--- src/rtl/lsu_pkg.sv ---
// Shared types and helpers for the load/store memory port: op codes, FSM states
// and access-size decoding.
package lsu_pkg;

    typedef enum logic [2:0] {
        LB  = 3'd0,
        LBU = 3'd1,
        LH  = 3'd2,
        LHU = 3'd3,
        LW  = 3'd4,
        SB  = 3'd5,
        SH  = 3'd6,
        SW  = 3'd7
    } lsu_op_t;

    typedef enum logic [2:0] {
        ST_IDLE,
        ST_RD_ISSUE,
        ST_RD_CAP,
        ST_WRITE,
        ST_RESP
    } lsu_state_t;

    typedef enum logic [1:0] {
        SZ_BYTE = 2'd0,
        SZ_HALF = 2'd1,
        SZ_WORD = 2'd2
    } lsu_size_t;

    localparam int unsigned WORD_BYTES = 4;

    function automatic logic is_store(lsu_op_t op);
        return (op == SB) || (op == SH) || (op == SW);
    endfunction

    function automatic lsu_size_t size_of(lsu_op_t op);
        lsu_size_t sz;
        case (op)
            LB, LBU, SB: sz = SZ_BYTE;
            LH, LHU, SH: sz = SZ_HALF;
            default:     sz = SZ_WORD;
        endcase
        return sz;
    endfunction

endpackage

--- src/rtl/lsu_lane_align.sv ---
// Big-endian byte-lane steering: extracts and extends load data from a RAM word,
// and merges right-justified store data into the selected lanes of that word.
module lsu_lane_align
    import lsu_pkg::*;
(
    input  logic [2:0]  op,
    input  logic [1:0]  offset,
    input  logic [31:0] mem_word,
    input  logic [31:0] store_data,
    output logic [31:0] load_word,
    output logic [31:0] merge_word
);

    lsu_op_t   op_t;
    lsu_size_t size;
    logic [7:0]  lane [4];
    logic [7:0]  merged_lane [4];
    logic [7:0]  byte_sel;
    logic [15:0] half_sel;

    assign op_t = lsu_op_t'(op);
    assign size = size_of(op_t);

    // Lane 0 is the most significant byte of the word (big-endian).
    for (genvar gi = 0; gi < 4; gi++) begin : g_lane
        localparam logic [1:0] LANE = 2'(gi);
        logic       hit;
        logic [7:0] st_byte;

        assign lane[gi] = mem_word[31-8*gi -: 8];
        assign hit = (size == SZ_WORD)
                  || (size == SZ_HALF && offset[1] == LANE[1])
                  || (size == SZ_BYTE && offset == LANE);
        assign st_byte = (size == SZ_WORD) ? store_data[31-8*gi -: 8] :
                         (size == SZ_HALF && !LANE[0]) ? store_data[15:8] :
                         store_data[7:0];
        assign merged_lane[gi] = hit ? st_byte : lane[gi];
    end

    assign merge_word = {merged_lane[0], merged_lane[1], merged_lane[2], merged_lane[3]};
    assign byte_sel   = lane[offset];
    assign half_sel   = offset[1] ? mem_word[15:0] : mem_word[31:16];

    always_comb begin
        load_word = 32'd0;
        case (op_t)
            LB:      load_word = {{24{byte_sel[7]}}, byte_sel};
            LBU:     load_word = {24'd0, byte_sel};
            LH:      load_word = {{16{half_sel[15]}}, half_sel};
            LHU:     load_word = {16'd0, half_sel};
            LW:      load_word = mem_word;
            default: load_word = 32'd0;
        endcase
    end

endmodule

--- src/rtl/lsu_mem_port.sv ---
// Load/store initiator between the core memory stage and a word-wide big-endian
// RAM with one-cycle registered read; sub-word stores become read-modify-write.
module lsu_mem_port
    import lsu_pkg::*;
#(
    parameter int unsigned MEM_BYTES = 4096,
    parameter int unsigned ADDR_W    = 32
) (
    input  logic              clk,
    input  logic              rst_n,
    input  logic              req_valid,
    output logic              req_ready,
    input  logic [2:0]        req_op,
    input  logic [ADDR_W-1:0] req_addr,
    input  logic [31:0]       req_wdata,
    output logic              resp_valid,
    output logic [31:0]       resp_rdata,
    output logic              resp_err,
    output logic [ADDR_W-1:0] mem_a,
    output logic              mem_we,
    output logic [31:0]       mem_wd,
    input  logic [31:0]       mem_rd
);

    lsu_state_t state;
    lsu_op_t    op_reg;
    logic [1:0] off_reg;
    logic [31:0] wdata_reg;

    lsu_op_t   req_op_t;
    lsu_size_t req_size;
    logic      req_misaligned;
    logic      req_out_of_range;
    logic      req_err;
    logic [ADDR_W-1:0] req_word_addr;
    logic [31:0] load_word;
    logic [31:0] merge_word;

    assign req_op_t         = lsu_op_t'(req_op);
    assign req_size         = size_of(req_op_t);
    assign req_misaligned   = ((req_size == SZ_HALF) && req_addr[0])
                           || ((req_size == SZ_WORD) && (req_addr[1:0] != 2'b00));
    assign req_out_of_range = (req_addr >= ADDR_W'(MEM_BYTES));
    assign req_err          = req_misaligned || req_out_of_range;
    assign req_word_addr    = {req_addr[ADDR_W-1:2], 2'b00};

    assign req_ready = (state == ST_IDLE) && rst_n;

    lsu_lane_align u_align (
        .op         (op_reg),
        .offset     (off_reg),
        .mem_word   (mem_rd),
        .store_data (wdata_reg),
        .load_word  (load_word),
        .merge_word (merge_word)
    );

    always_ff @(posedge clk or negedge rst_n) begin
        if (!rst_n) begin
            state      <= ST_IDLE;
            op_reg     <= LB;
            off_reg    <= 2'b00;
            wdata_reg  <= 32'd0;
            resp_valid <= 1'b0;
            resp_rdata <= 32'd0;
            resp_err   <= 1'b0;
            mem_a      <= '0;
            mem_we     <= 1'b0;
            mem_wd     <= 32'd0;
        end else begin
            case (state)
                ST_IDLE: begin
                    resp_valid <= 1'b0;
                    resp_rdata <= 32'd0;
                    resp_err   <= 1'b0;
                    mem_a      <= '0;
                    mem_we     <= 1'b0;
                    mem_wd     <= 32'd0;
                    if (req_valid) begin
                        op_reg    <= req_op_t;
                        off_reg   <= req_addr[1:0];
                        wdata_reg <= req_wdata;
                        if (req_err) begin
                            state      <= ST_RESP;
                            resp_valid <= 1'b1;
                            resp_err   <= 1'b1;
                        end else if (req_op_t == SW) begin
                            state  <= ST_WRITE;
                            mem_a  <= req_word_addr;
                            mem_we <= 1'b1;
                            mem_wd <= req_wdata;
                        end else begin
                            state <= ST_RD_ISSUE;
                            mem_a <= req_word_addr;
                        end
                    end
                end
                ST_RD_ISSUE: begin
                    state <= ST_RD_CAP;
                end
                ST_RD_CAP: begin
                    // mem_rd now holds the word addressed during RD_ISSUE.
                    if (is_store(op_reg)) begin
                        state  <= ST_WRITE;
                        mem_we <= 1'b1;
                        mem_wd <= merge_word;
                    end else begin
                        state      <= ST_RESP;
                        mem_a      <= '0;
                        resp_valid <= 1'b1;
                        resp_rdata <= load_word;
                    end
                end
                ST_WRITE: begin
                    state      <= ST_RESP;
                    mem_a      <= '0;
                    mem_we     <= 1'b0;
                    mem_wd     <= 32'd0;
                    resp_valid <= 1'b1;
                    resp_rdata <= 32'd0;
                    resp_err   <= 1'b0;
                end
                ST_RESP: begin
                    state      <= ST_IDLE;
                    resp_valid <= 1'b0;
                    resp_rdata <= 32'd0;
                    resp_err   <= 1'b0;
                end
                default: begin
                    state <= ST_IDLE;
                end
            endcase
        end
    end

endmodule

--- config.mk ---
export PLATFORM = sky130hd
export DESIGN_NAME = lsu_mem_port
export DESIGN_NICKNAME = d
export VERILOG_FILES = /design/src/rtl/lsu_pkg.sv /design/src/rtl/lsu_lane_align.sv /design/src/rtl/lsu_mem_port.sv
export SDC_FILE = /design/constraint.sdc
export NUM_CORES = 1
export LEC_CHECK = 0
export CAP_MARGIN = 20
export CELL_PAD_IN_SITES_DETAIL_PLACEMENT = 1
export CELL_PAD_IN_SITES_GLOBAL_PLACEMENT = 1
export CORE_ASPECT_RATIO = 0.5
export CORE_MARGIN = 1
export CORE_UTILIZATION = 36
export CTS_CLUSTER_DIAMETER = 100
export CTS_CLUSTER_SIZE = 20
export DETAILED_ROUTE_END_ITERATION = 7
export PLACE_DENSITY_LB_ADDON = 0.05
export SYNTH_ARGS = -nofsm -noshare
export SYNTH_HDL_FRONTEND = slang
export SYNTH_SLANG_ARGS = --single-unit
--- constraint.sdc ---
create_clock -name clk -period 2.4 [get_ports clk]
set_input_delay 0.48 -clock clk [delete_from_list [all_inputs] [get_ports clk]]
set_output_delay 0.48 -clock clk [all_outputs]
set_load 0.01 [all_outputs]
# ---- Word level (Yosys, flattened, before mapping)
# Cells that the tools add are included.
dict set report word_totals {
  register_bits 139
  out_inout_bits 100
  input_bits 102
  word_cells 122
}
dict set report classes {
  n_bitwise 2
  n_mux 41
  n_reduce_logical 40
  eq_ne 27
  n_lt_le_gt_ge 2
}
# cell n
set ops {}
lappend ops {{two-way mux 32 bit} 8}
lappend ops {{case mux 32 bit (3 select lines)} 2}
lappend ops {{case mux 32 bit (5 select lines)} 1}
lappend ops {{two-way mux 8 bit} 10}
lappend ops {{case mux 32 bit (2 select lines)} 1}
lappend ops {{greater-or-equal comparator 32 x 13 -> 1 bit, second input constant} 1}
lappend ops {{== test 3 bit, second input constant} 8}
lappend ops {{== test 3 x 2 -> 1 bit, second input constant} 6}
lappend ops {{binary-select mux 8 bit (select 2 bit)} 1}
lappend ops {{two-way mux 16 bit} 1}
lappend ops {{OR reduction 3 bit} 5}
lappend ops {{case mux 3 bit (4 select lines)} 1}
lappend ops {{logical OR 1 bit} 10}
lappend ops {{AND reduction 2 bit} 5}
lappend ops {{== test 3 x 1 -> 1 bit, second input constant} 3}
lappend ops {{logical AND 1 bit} 9}
lappend ops {{logical NOT 3 bit} 3}
lappend ops {{two-way mux 3 bit} 3}
lappend ops {{== test 2 bit, second input constant} 4}
lappend ops {{case mux 2 bit (2 select lines)} 2}
lappend ops {{two-way mux 1 bit} 7}
lappend ops {{== test 2 x 1 -> 1 bit, second input constant} 3}
lappend ops {{inequality test 2 bit, second input constant} 3}
lappend ops {{nonzero test 2 bit} 3}
lappend ops {{other kinds (11)} 12}

# ---- Depth between registers and ports, before layout
# Gate-level depths: netlist (run 1).
dict set report depth {
  word_depth 10
  ltp_mapped 8
}

# ---- By module
# A second synthesis (run 1) with hierarchy kept.
dict set report unflattened {
  cells_unflattened 713
  hier_area_um2 7254.5
}
# mod area_each_um2 cells_each n_inst
set modules_own_cells {}
lappend modules_own_cells {lsu_mem_port 5437.7 445 1}
lappend modules_own_cells {lsu_lane_align 1816.7 268 1}

# ---- Worst setup path after synthesis (run 1)
# OpenSTA, ideal clock, no wires.
dict set report synth_path {
  path_type {in2reg}
  startpoint {input req_addr[19]}
  endpoint {register mem_wd[0]}
  setup_slack_ns 0.588
  required_time_ns 2.334
  arrival_time_ns 1.746
  cell_stages 5
  cell_sequence {nor4_1 -> o2111ai_2 -> nor4_4 -> buf_6 -> a221o_1}
}
dict set report synth_between {
  elab_chain_len 5
}
# element line_no
set synth_rtl {}
lappend synth_rtl {{start, declared} lsu_mem_port.sv:14} ;# input logic [ADDR_W-1:0] req_addr,
lappend synth_rtl {{greater-or-equal comparator 32 x 13 -> 1 bit} lsu_mem_port.sv:43} ;# assign req_out_of_range = (req_addr >= ADDR_W'(MEM_BYTES));
lappend synth_rtl {{logical OR 1 bit} lsu_mem_port.sv:44} ;# assign req_err = req_misaligned || req_out_of_range;
lappend synth_rtl {{two-way mux 32 bit} lsu_mem_port.sv:83} ;# if (req_err) begin
lappend synth_rtl {{two-way mux 32 bit} lsu_mem_port.sv:79} ;# if (req_valid) begin
lappend synth_rtl {{case mux 32 bit (3 select lines)} lsu_mem_port.sv:71} ;# case (state)
lappend synth_rtl {{end signal, assigned} lsu_mem_port.sv:91} ;# mem_wd <= req_wdata;
lappend synth_rtl {{end signal, assigned} lsu_mem_port.sv:106} ;# mem_wd <= merge_word;
lappend synth_rtl {{end, declared} lsu_mem_port.sv:21} ;# output logic [31:0] mem_wd,
# Every way passes these cells.
# A chain may end at the register's enable or synchronous reset.

# ---- Worst setup path in the final report (run 1)
dict set report layout_path {
  startpoint {register state[0]}
  endpoint {output req_ready}
}
dict set report layout_between {
  elab_chain_len 2
}
# element line_no
set layout_rtl {}
lappend layout_rtl {{start, declared} lsu_mem_port.sv:25} ;# lsu_state_t state;
lappend layout_rtl {{start signal, assigned} lsu_mem_port.sv:60} ;# state <= ST_IDLE;
lappend layout_rtl {{start signal, assigned} lsu_mem_port.sv:84} ;# state <= ST_RESP;
lappend layout_rtl {{start signal, assigned} lsu_mem_port.sv:88} ;# state <= ST_WRITE;
lappend layout_rtl {{logical NOT 3 bit} lsu_mem_port.sv:47} ;# assign req_ready = (state == ST_IDLE) && rst_n;
lappend layout_rtl {{logical AND 1 bit} lsu_mem_port.sv:47}
lappend layout_rtl {{end, declared} lsu_mem_port.sv:12} ;# output logic req_ready,
# Every way passes these cells.

==> run metrics, run 1 <==
number of enable flip-flop cells after synthesis 0; relative slew slack 47.51%; synth top area cells dfrtp_1 52%, nand2_1 6.5%, mux2_2 6.3%, a221o_1 3.6%, o21ai_0 3.4%; via/cell ratio 5.500; Slew Viols, Final 0; Tot GR Track Use 25.09%; register area share after synthesis 51.84%; Yosys warnings 0; Post-Syn Area 6613 sq um; r2r startpoint op_reg[0]$_DFFE_PN0P_; maximum vdd drop 0.4974 mV; TritonCTS buffer count 17; Max Fclk 434.6 MHz; Core Footprint 17,650 sq um; Vias 5,824; pwr/cell area 663.9 nW/um^2; Initial DRC Count 372; setup TNS 0 ps; hpwl dp 16,650 um; CP cell instances nor3_2, and2_1, clkdlybuf4s50_1; Mapped Avg Cell Area 10.88 sq um; initial antenna violation count 0; # setup viols final 0; worst slew pin tran 787.4 ps; fill count 1,926; total grt overflow 0; Switching Power 0.001714 W; Sequential Power Share 39.6%; crit share post-route 95.87%; nature of the critical path startpoint flop; fin nets 914; fin crit period 2301 ps; Cell variety after synth 55; post-synthesis cell count 608; Post-DRT Antenna Nets 0; count leader, synth dfrtp_1; CTS max path bufs 2; Root Driver clkbuf_16; maxcap violations 0; Worst Setup End Kind output port; Clock Sink Count 137; ant diodes 0; die height 97.84 um; status completed; WL final 22,920 um; vias in the first global route 6,040; area share of the largest cell type after synthesis 51.84%; switch share 26.98%; first-pass GRT wire length 36,180 um; asr flop ratio synth 100.0%; Post-synth top cells 137 x dfrtp_1, 114 x nand2_1, 45 x o21ai_0, 37 x mux2_2, 24 x a221o_1; DIE WIDTH 193.7 um; worst endpoint required time 1920 ps; clk slew on worst S/H paths 60 ps; DR WL/cell 21.64 um; port bufs 199; largest area contributor in the netlist dfrtp_1; area delta synth->final 44.71%; H-tree depth 4; CP max stage delay 540 ps; WHS 176.5 ps; Clock Skew 8.512 ps; crit path kind reg2out; Synth Flop Type dfrtp_1; DRC Markers 0; RSZ-0062 raised after global routing false; crit path from state[0]$_DFFE_PN0P_; Clk network pwr share 43.8%; # rows 34; CP max FO 8; largest net degree at the start of global routing 138; part of the power in combinational logic 16.6%; Leakage 4.123 nW; Top Ports 202; Seq cells post-synth 137; clk_lat worst skew 420 ps; Worst Hold Class in2async; GP Congestion 0.8257; Final Hold Viols 0; drt first pass iters 4; critical path arrival 1820 ps; share of post-route cells with drive strength above 1 15.27%; Die ar. 18,950 sq um; CTS tree built; CP max stage cell clkdlybuf4s50_1; P_int 0.004639 W; initial core utilization 37.46%
[layout by cell type, fill, tap and decap left out, types with 4 or more instances in the layout]
master	instances
buf_12	5
buf_4	23
o311ai_0	7
o211ai_1	8
nand2_1	114
nand2b_1	5
clkbuf_16	17
nor2_1	11
o21ai_0	45
and2_1	23
mux2_2	37
a21oi_1	12
a221oi_1	8
clkbuf_8	4
a22oi_1	15
a22o_1	18
dfrtp_1	134
nor4_1	6
mux4_2	8
a221o_1	24
a31oi_1	8
clkdlybuf4s50_1	198
mux2i_1	16
nand3_1	15
[cells by family after synthesis]
group / after synthesis / synth area share (%)
AO/OA/AOI/OAI: 160 / 17.60
XOR/XNOR: 3 / 0.6813
buffers and inverters: 47 / 3.841
flip-flops: 137 / 51.84
multiplexers: 61 / 11.45
other: 1 / 0.05671
AND/OR/NAND/NOR: 199 / 14.53
[worst max-delay path: cells and delay by family, from the launching register on]
kind / cells / cell delay [ps]
simple gates: 2 / 380
buf+inv: 1 / 540
flops: 1 / 470
[power by group through the flow]
stage / registers (W) / logic, W / clock network, W
floorplan: 0.00251 / 0.000597 / 0
global placement: 0.00255 / 0.00101 / 0
finish: 0.00252 / 0.00105 / 0.00278
CTS: 0.00252 / 0.00104 / 0.00285
detailed placement: 0.00256 / 0.00103 / 0
global route: 0.00253 / 0.00114 / 0.00294
[stage by stage]
stage | cell area, sq um | cells | utilization, % | setup WS (ps) | power (W)
3_3_place_gp | 8921 | 1025 | 50.53 | 28.55 | 0.003565
6_report | 9569 | 1059 | 54.20 | 99.18 | 0.006353
5_1_grt | 9569 | 1059 | 54.20 | 17.76 | 0.006612
4_1_cts | 9552 | 1057 | 54.10 | 32.85 | 0.006405
2_1_floorplan | 6616 | 609 | - | 587.8 | 0.003102
3_5_place_dp | 8921 | 1025 | 50.53 | -166.1 | 0.003589
[path summary, 6_finish.rpt]
path | slack [ps] | cells after the start | endpoint
worst max-delay path | 100 | 3 | req_ready
worst min-delay path | 180 | 2 | mem_a[17]$_DFFE_PN0P_
worst max register to register | 190 | 5 | mem_wd[18]$_DFFE_PN0P_
worst min register to register | 470 | 2 | resp_rdata[0]$_DFFE_PN0P_
max in group asynchronous | 1620 | 2 | wdata_reg[8]$_DFFE_PN0P_
min in group clk | 470 | 2 | resp_rdata[0]$_DFFE_PN0P_
[layer usage]
metal  wire length, um  track usage (%)  vias to the layer above
li1                  -                -                     2646
met1             10830            35.04                     2940
met2             10270            37.68                      206
met3              1460            7.392                       32
met4               361            7.385                        0
met5                 0                0                        -
[repair_timing]
item                       in CTS  in global routing
hold buffers                    0                  0
pin swaps                       0                  0
gates resized for setup         2                  2
setup endpoints to repair       1                  1
buffers inserted                0                  2
gates cloned                    0                  0
[final cells by class]
class	instances	area, sq um	area share [%]
Clock buffer	22	484.2	5.060
Clock inverter	10	140.1	1.464
Inverter	4	15.01	0.1569
Multi-Input combinational cell	425	2939	30.71
Sequential cell	137	3432	35.87
Tap cell	234	292.8	3.060
Timing Repair Buffer	227	2266	23.68
(Power assumes the default switching activity.)
==> run 2, diff against run 1 <==
Settings changed: CORE_ASPECT_RATIO 0.5 to 1.25.
==> run 2 against run 1 <==
  * Clock power fell by 3%
  * Sequential power is essentially flat
  * Worst setup slack gained 100 ps
  * Sequential share of layout area down 0.17 points
  * First-iteration DRC count shrank 23%
  * Non-clock buffer count grew 9
  * Die area decreased by 0.16%
  * Combinational power is essentially flat
==> run metrics, run 2 (synthesis results as in run 1) <==
status completed; TritonCTS buffer count 17; Initial DRC Count 285; GP Congestion 0.8585; critical path arrival 2560 ps; total grt overflow 0; WP buf/inv 1; postcts setup bufs 0; via/cell ratio 5.513; placed insts 1,030; die height 153.5 um; WL final 22,980 um; Leakage 4.169 nW; CTS max path bufs 2; Switching Power 0.001755 W; DR WL/cell 21.64 um; crit share post-route 91.52%; first-pass GRT wire length 35,940 um; nature of the critical path startpoint flop; fin nets 923; initial core utilization 36.68%; CP max stage cell or3b_1; Post-DRT Antenna Nets 0; drt first pass iters 4; Slew Viols, Final 0; H-tree depth 4; clk_lat worst skew 430 ps; # rows 55; Core Footprint 18,030 sq um; fin crit period 2197 ps; Non-Filler Instances 1,062; Top Ports 202; CP max stage delay 500 ps; WHS 191.8 ps; RSZ-0062 raised after global routing false; Final Hold Viols 0; pwr/cell area 652.3 nW/um^2; Max Fclk 455.3 MHz; CP max FO 40; DIE WIDTH 123.2 um; Die ar. 18,920 sq um; Clock Skew 17.01 ps; vias in the first global route 6,309; maxcap violations 0; initial antenna violation count 0; worst slew pin tran 794.3 ps; largest net degree at the start of global routing 138; switch share 28.02%; # setup viols final 0; share of post-route cells with drive strength above 1 15.95%; clk slew on worst S/H paths 60 ps; fill count 1,927; Sequential Power Share 40.3%; DRC Markers 0; worst endpoint required time 2760 ps; Tot GR Track Use 25.46%; Root Driver clkbuf_16; hpwl dp 17,350 um; Worst Setup End Kind flop; ant diodes 0; Clock Sink Count 137; port bufs 199; relative slew slack 47.04%; commonest non-fill, non-tap cells in the layout 197 x clkdlybuf4s50_1, 137 x dfrtp_1, 114 x nand2_1, 45 x o21ai_0, 37 x mux2_2; CP cell instances or3b_1, nor2_2, buf_12, o21ai_0, a31oi_1, a221o_1; Vias 5,855; CTS tree built; most common cell after layout, fill and taps aside clkdlybuf4s50_1; P_int 0.004510 W; part of the power in combinational logic 16.8%; Worst Hold Class in2async; maximum vdd drop 0.4868 mV; Clk network pwr share 42.9%; crit path kind reg2reg; area delta synth->final 45.24%; CP top delay family simple AND/OR/NAND/NOR gates
## run 2: final timing paths
path	startpoint	endpoint	cells past startpoint	slack, ps
setup / recovery	state[0]$_DFFE_PN0P_	mem_wd[21]$_DFFE_PN0P_	6	200
hold / removal	rst_n	mem_a[16]$_DFFE_PN0P_	2	190
setup reg to reg	state[0]$_DFFE_PN0P_	mem_wd[21]$_DFFE_PN0P_	6	200
hold reg to reg	resp_rdata[10]$_DFFE_PN0P_	resp_rdata[10]$_DFFE_PN0P_	2	480
max in group asynchronous	rst_n	wdata_reg[8]$_DFFE_PN0P_	2	1570
min in group clk	resp_rdata[10]$_DFFE_PN0P_	resp_rdata[10]$_DFFE_PN0P_	2	480
## run 2: final cells by class
class,count,area [sq um],area share (%)
repair buffers,236,2328,24.24
clock buffers,19,452.9,4.716
clock inverters,13,155.1,1.615
flip-flops and latches,137,3428,35.70
inverters,4,15.01,0.1563
multi-input cells,425,2939,30.60
well taps,228,285.3,2.970
## run 2: worst register-to-register path: cells and delay by family (launching register included)
| kind | cells | cell delay (ps) |
|---|---|---|
| simple gates | 2 | 780 |
| compound gates | 3 | 650 |
| flops | 1 | 470 |
| buf+inv | 1 | 240 |
## run 2: stage by stage
step           setup WS, ps  utilization (%)  power [W]  cell area [sq um]  TNS [ps]
3_3_place_gp          37.11            49.88   0.003574               8992         0
5_1_grt               140.0            53.27   0.006516               9604         0
3_5_place_dp         -162.7            49.88   0.003613               8992     -1551
2_1_floorplan         587.8                -   0.003102               6616         0
6_report              203.5            53.27   0.006265               9604         0
4_1_cts               191.5            53.27   0.006310               9604         0
## run 2: power by group through the flow
stage	clock, W	combinational [W]	sequential (W)
after floorplan	0	0.000597	0.00251
after global placement	0	0.00101	0.00256
after detailed placement	0	0.00105	0.00257
after CTS	0.00273	0.00105	0.00252
after global routing	0.00284	0.00114	0.00254
final	0.00269	0.00105	0.00253
## run 2: per-layer routing
metal | routed length [um] | share of wire, % | track usage (%) | vias up
li1 | - | - | - | 2662
met1 | 9535 | 41 | 31.93 | 2950
met2 | 11660 | 51 | 42.51 | 196
met3 | 1038 | 4.5 | 4.303 | 47
met4 | 748 | 3.3 | 11.42 | 0
met5 | 0 | 0 | 0 | -
## run 2: what timing repair did
item	4_1_cts	5_1_grt
hold buffers	0	0
gates resized for setup	2	0
setup endpoints to repair	1	0
